## config.mk

```make
export PLATFORM = sky130hd
export DESIGN_NAME = div32_iter
export DESIGN_NICKNAME = d
export VERILOG_FILES = /design/src/rtl/div_pkg.sv /design/src/rtl/div_step.sv /design/src/rtl/div32_iter.sv
export SDC_FILE = /design/constraint.sdc
export NUM_CORES = 1
export LEC_CHECK = 0
export ABC_AREA = 1
export BUFFER_PORTS_ARGS = -buffer_cell sky130_fd_sc_hd__clkbuf_2
export CORE_ASPECT_RATIO = 1.1
export CORE_MARGIN = 2
export CORE_UTILIZATION = 50
export DETAILED_ROUTE_END_ITERATION = 12
export PLACE_DENSITY = 0.71
export SLEW_MARGIN = 20
export SYNTH_ARGS = -nofsm -noshare
export SYNTH_HDL_FRONTEND = slang
export SYNTH_SLANG_ARGS = --single-unit
```

## constraint.sdc

```tcl
create_clock -name clk -period 6.8 [get_ports clk]
set_clock_uncertainty 0.05 [all_clocks]
set_input_delay 0.34 -clock clk [delete_from_list [all_inputs] [get_ports clk]]
set_output_delay 0.34 -clock clk [all_outputs]
set_load 0.02 [all_outputs]
```

## src/rtl/div_pkg.sv

```systemverilog
// Shared constants and FSM encoding for the iterative 32-bit divider.
package div_pkg;

  localparam int DIV_WIDTH   = 32;
  localparam int DIV_LATENCY = 33;

  localparam logic [DIV_WIDTH-1:0] DIV_ZERO_QUOT = 32'hFFFF_FFFF;

  typedef enum logic [1:0] {
    DIV_IDLE = 2'd0,
    DIV_CALC = 2'd1,
    DIV_DONE = 2'd2
  } div_state_e;

  // Two's-complement negate, used for operand magnitudes and result sign fix-up.
  function automatic logic [DIV_WIDTH-1:0] div_neg(input logic [DIV_WIDTH-1:0] v);
    return ~v + {{(DIV_WIDTH-1){1'b0}}, 1'b1};
  endfunction

endpackage

```

## src/rtl/div_step.sv

```systemverilog
// One radix-2 restoring division step: shift in a dividend bit, trial-subtract, keep or restore.
module div_step #(
  parameter int W = 33
) (
  input  logic [W-1:0] rem_i,
  input  logic         bit_i,
  input  logic [W-1:0] dvsr_i,
  output logic [W-1:0] rem_o,
  output logic         q_o
);

  logic [W:0]   shifted;
  logic [W-1:0] diff;

  always_comb begin
    shifted = {rem_i, bit_i};
    // Only the low W bits matter for the difference: when the subtract is kept
    // the result is below the divisor and always fits.
    diff    = shifted[W-1:0] - dvsr_i;
    q_o     = (shifted >= {1'b0, dvsr_i});
    rem_o   = q_o ? diff : shifted[W-1:0];
  end

endmodule

```

## src/rtl/div32_iter.sv

```systemverilog
// Multi-cycle 32-bit restoring divider with a paired valid/ready request and a result strobe.
// Optional DIV_HOLD_RESULT_EN keeps the result valid asserted until the next accepted request.
module div32_iter
  import div_pkg::*;
#(
  parameter bit SIGNED = 1'b1,
  parameter int WIDTH  = DIV_WIDTH
) (
  input  logic               clk,
  input  logic               reset,
  input  logic [WIDTH-1:0]   s_axis_dividend_tdata,
  input  logic               s_axis_dividend_tvalid,
  output logic               s_axis_dividend_tready,
  input  logic [WIDTH-1:0]   s_axis_divisor_tdata,
  input  logic               s_axis_divisor_tvalid,
  output logic               s_axis_divisor_tready,
  output logic [2*WIDTH-1:0] m_axis_dout_tdata,
  output logic               m_axis_dout_tvalid
);

  div_state_e        state_q, state_d;
  logic [4:0]        cnt_q, cnt_d;
  logic [WIDTH-1:0]  quo_q, quo_d;     // dividend magnitude shifting out, quotient shifting in
  logic [WIDTH:0]    rem_q, rem_d;
  logic [WIDTH:0]    dvsr_q, dvsr_d;
  logic [WIDTH-1:0]  orig_q, orig_d;   // raw dividend, returned as remainder on divide-by-zero
  logic              q_neg_q, q_neg_d;
  logic              r_neg_q, r_neg_d;
  logic              dz_q, dz_d;
  logic [2*WIDTH-1:0] dout_q, dout_d;
  logic              vld_q, vld_d;

  logic              accept;
  logic              dvd_neg, dvs_neg;
  logic [WIDTH-1:0]  dvd_mag;
  logic [WIDTH:0]    dvs_ext, dvs_mag;
  logic [WIDTH:0]    step_rem;
  logic              step_q;
  logic [WIDTH-1:0]  quo_fix, rem_fix;

  assign accept = (state_q == DIV_IDLE) && s_axis_dividend_tvalid && s_axis_divisor_tvalid;

  always_comb begin
    dvd_neg = SIGNED && s_axis_dividend_tdata[WIDTH-1];
    dvs_neg = SIGNED && s_axis_divisor_tdata[WIDTH-1];
    dvd_mag = dvd_neg ? div_neg(s_axis_dividend_tdata) : s_axis_dividend_tdata;
    dvs_ext = {dvs_neg, s_axis_divisor_tdata};
    dvs_mag = dvs_neg ? (~dvs_ext + {{WIDTH{1'b0}}, 1'b1}) : dvs_ext;
  end

  div_step #(.W(WIDTH + 1)) u_step (
    .rem_i  (rem_q),
    .bit_i  (quo_q[WIDTH-1]),
    .dvsr_i (dvsr_q),
    .rem_o  (step_rem),
    .q_o    (step_q)
  );

  assign quo_fix = q_neg_q ? div_neg(quo_q) : quo_q;
  assign rem_fix = r_neg_q ? div_neg(rem_q[WIDTH-1:0]) : rem_q[WIDTH-1:0];

  always_comb begin
    state_d = state_q;
    cnt_d   = cnt_q;
    quo_d   = quo_q;
    rem_d   = rem_q;
    dvsr_d  = dvsr_q;
    orig_d  = orig_q;
    q_neg_d = q_neg_q;
    r_neg_d = r_neg_q;
    dz_d    = dz_q;
    dout_d  = dout_q;
`ifdef DIV_HOLD_RESULT_EN
    vld_d   = vld_q;
`else
    vld_d   = 1'b0;
`endif

    unique case (state_q)
      DIV_IDLE: begin
        if (accept) begin
          state_d = DIV_CALC;
          cnt_d   = '0;
          quo_d   = dvd_mag;
          rem_d   = '0;
          dvsr_d  = dvs_mag;
          orig_d  = s_axis_dividend_tdata;
          q_neg_d = dvd_neg ^ dvs_neg;
          r_neg_d = dvd_neg;
          dz_d    = (s_axis_divisor_tdata == '0);
          vld_d   = 1'b0;
        end
      end
      DIV_CALC: begin
        rem_d = step_rem;
        quo_d = {quo_q[WIDTH-2:0], step_q};
        cnt_d = cnt_q + 5'd1;
        if (cnt_q == 5'd31) state_d = DIV_DONE;
      end
      DIV_DONE: begin
        dout_d  = dz_q ? {DIV_ZERO_QUOT, orig_q} : {quo_fix, rem_fix};
        vld_d   = 1'b1;
        state_d = DIV_IDLE;
      end
      default: state_d = DIV_IDLE;
    endcase
  end

  always_ff @(posedge clk or posedge reset) begin
    if (reset) begin
      state_q <= DIV_IDLE;
      cnt_q   <= '0;
      quo_q   <= '0;
      rem_q   <= '0;
      dvsr_q  <= '0;
      orig_q  <= '0;
      q_neg_q <= 1'b0;
      r_neg_q <= 1'b0;
      dz_q    <= 1'b0;
      dout_q  <= '0;
      vld_q   <= 1'b0;
    end else begin
      state_q <= state_d;
      cnt_q   <= cnt_d;
      quo_q   <= quo_d;
      rem_q   <= rem_d;
      dvsr_q  <= dvsr_d;
      orig_q  <= orig_d;
      q_neg_q <= q_neg_d;
      r_neg_q <= r_neg_d;
      dz_q    <= dz_d;
      dout_q  <= dout_d;
      vld_q   <= vld_d;
    end
  end

  assign s_axis_dividend_tready = (state_q == DIV_IDLE);
  assign s_axis_divisor_tready  = (state_q == DIV_IDLE);
  assign m_axis_dout_tdata      = dout_q;
  assign m_axis_dout_tvalid     = vld_q;

endmodule
```

==> flow_metrics.tcl <==
set metrics [dict create \
    finalNetCount 2408 \
    leakagePower_nw 8.396 \
    ctsHtreeMaxLevel 1 \
    firstDrtPassIters 8 \
    synth_edf_count 0 \
    finalMaxSlewViolations 0 \
    drt_wl_total_mm 48.83 \
    drt_iter0_drc 1426 \
    fmax_mhz 319.0 \
    powerDensity_nw_per_um2 494.2 \
    worstMarginPinSlew_ps 831.4 \
    drcViolationCount 0 \
    synth_nets 2314 \
    min_period_over_period 0.4611 \
    hpwl_mm 37.51 \
    io_pins 135 \
    setup_violations 0 \
    die_h_microns 182.5 \
    async_reset_ff_frac 1.000 \
    wl_per_cell_microns 18.18 \
    cts.clk_slew.worst_paths_ps 60 \
    cap_violations 0 \
    start_kind "register" \
    grt_pass1_vias 13890 \
    synth_flop_cell "dfrtp_1" \
    setup_tns_ps 0 \
    syn_inst 2206 \
    core_area_sq_um 28630 \
    finalHoldViolCount 0 \
    vias 14870 \
    avgSynthCellArea_sq_um 6.562 \
    cp.arrival_ps 3500 \
    fill_cells 2828 \
    slew_headroom 0.4423 \
    clk_latency_ps 530 \
    grt_max_degree 103 \
    die_x_microns 166.2 \
    cts_resized 0 \
    yosysWarningCount 0 \
    cts_sinks 204 \
    synth_common_cells "nand2_1, inv_1, nand3_1, nor2_1, dfrtp_1" \
    diodes 0 \
    viasPerCell 5.535 \
    grt_usage 0.3182 \
    period_needed_ps 3135 \
    antenna_found_initial 0 \
    num_rows 65 \
    initial_core_util 0.5056 \
    dieArea_sq_um 30330 \
    cts_root_buf "clkbuf_16" \
    syn_area_sq_um 14480 \
    yosysTopAreaCell "dfrtp_1" \
    drive_above_1_share 0.09965 \
    run_status "finished, final reports clean" \
    ys_seq_area_frac 0.3527 \
    worstSetupEndpointType "register" \
    yosysUniqueCellTypes 47 \
    numCtsBuffers 24 \
    peakVddDrop_mv 0.2629 \
    worstSetupPathType "register to register" \
    gp_congestion 1.032 \
    area_growth_pct 12.52 \
    crit_required_ps 7160 \
    synth.area.top_cells "dfrtp_1, nand2_1, inv_1" \
    grt_pass1_wl_mm 76.92 \
    rsz0062_at_grt "no" \
    gr-total-overflow 0 \
    fin_hold_ws_ps 64.54 \
    ctsLongestPathBuffers 3 \
    port_buffers 134 \
    cts_tree "built" \
    hp-class "input pin to register" \
    synth_top_area_frac 0.3527 \
    yosysMostFrequentCell "nand2_1" \
    synth-seq-cells 204 \
    drtAntennaViolNets 0 \
    crit_fanout 34 \
]
==> cell usage in the layout, fill, tap and decap left out, types with 4 or more instances in the layout <==
cell | Yosys | final
inv_2 | 4 | 4
o211ai_1 | 10 | 10
nand2_2 | 8 | 9
dfrtp_1 | 204 | 204
xor2_1 | 42 | 42
nand3_1 | 211 | 210
ha_1 | 39 | 39
and2_1 | 6 | 6
nand2_1 | 685 | 684
o21ai_1 | 14 | 14
nor2_2 | 9 | 11
nand4_1 | 30 | 30
o2111ai_1 | 7 | 7
nor2_4 | 3 | 4
o21bai_1 | 7 | 7
clkbuf_16 | 0 | 25
o22ai_1 | 18 | 18
a31oi_1 | 25 | 25
clkbuf_8 | 0 | 6
clkinv_1 | 6 | 6
inv_1 | 314 | 313
o221ai_1 | 13 | 13
clkbuf_2 | 0 | 134
nor3_1 | 21 | 21
buf_4 | 2 | 14
a21oi_1 | 77 | 77
o31ai_1 | 9 | 9
nand3b_1 | 11 | 11
o21ai_0 | 95 | 95
nor2_1 | 210 | 207
xnor2_1 | 20 | 20
bufinv_16 | 0 | 4
==> metrics by stage <==
step | worst slack [ps] | cell area, sq um | instances | utilization | total power, mW
after floorplan | 842.6 | 14480 | 2206 | - | 5.260
after global placement | 3800 | 15390 | 2640 | 0.5375 | 6.461
after detailed placement | 3733 | 15390 | 2640 | 0.5375 | 6.494
after CTS | 3733 | 16290 | 2686 | 0.5690 | 7.968
after global routing | 3484 | 16290 | 2686 | 0.5690 | 8.735
final | 3665 | 16290 | 2686 | 0.5690 | 8.050
==> layer usage <==
layer | part of all wire | vias up | track usage
met5 | 0 | - | 0
met4 | 0.046 | 0 | 0.1348
met3 | 0.071 | 113 | 0.03513
met2 | 0.45 | 654 | 0.5167
met1 | 0.43 | 6853 | 0.4346
li1 | - | 7247 | -
==> report_power, final <==
group | total, mW | switching (mW) | internal [mW] | leakage, nW
clock network | 1.44 | 0.546 | 0.889 | 0.432
logic | 4.60 | 3.09 | 1.51 | 5.62
registers | 2.01 | 0.397 | 1.62 | 2.35
total | 8.05 | 4.04 | 4.01 | 8.40
==> registers in the layout, summed over array words and instances (netlist names) <==
| signal | count |
|---|---|
| orig_q | 32 |
| rem_q | 33 |
| m_axis_dout_tdata | 64 |
| cnt_q | 5 |
| dvsr_q | 33 |
| dz_q | 1 |
| q_neg_q | 1 |
| m_axis_dout_tvalid | 1 |
| quo_q | 32 |
| state_q | 2 |
==> what timing repair did <==
action                                  CTS  global route
endpoints found under the hold margin   101             0
hold buffers                              2             0
buffers inserted                          0             0
endpoints found under the setup margin    0             0
==> cell families (layout without fill, tap and decap cells) <==
kind of cell             after synthesis  in the layout  share of synthesized area
AND/OR/NAND/NOR                     1209           1209                     0.3516
buffers and inverters                406            518                     0.1087
AO/OA/AOI/OAI                        285            285                     0.1144
flip-flops                           204            204                     0.3527
XOR/XNOR                              62             62                    0.03751
adder cells (fa/ha/maj)               40             40                    0.03509
==> final cells by class <==
cell class / count / area, sq um / share of cell area
clock buffers: 34 / 719.4 / 0.04417
clock inverters: 10 / 160.2 / 0.009833
inverters: 324 / 1224 / 0.07513
multi-input cells: 1596 / 7824 / 0.4803
flip-flops and latches: 204 / 5105 / 0.3134
well taps: 368 / 460.4 / 0.02827
repair buffers: 150 / 795.8 / 0.04886
==> worst paths after layout <==
check	startpoint	endpoint	slack [ps]	cells after the start
setup / recovery	rem_q[19]	rem_q[30]	3660	10
hold / removal	s_axis_dividend_tdata[30]	quo_q[30]	60	3
setup reg to reg	rem_q[19]	rem_q[30]	3660	10
hold reg to reg	cnt_q[3]	cnt_q[3]	420	1
max in group asynchronous	reset	dvsr_q[19]	4990	4
min in group asynchronous	reset	m_axis_dout_tdata[19]	440	3
==> critical path, stage by stage (launching register included) <==
cell and delay (ps):
dfrtp_1 460, ha_1 430, nand2_2 120, nor2_2 210
nand2_1 100, nor3_1 310, nand2_2 490, nand2_4 470
nand3_1 210, nand2_1 100, nand2_1 50
Note: power is estimated with default switching activity, not from simulation.
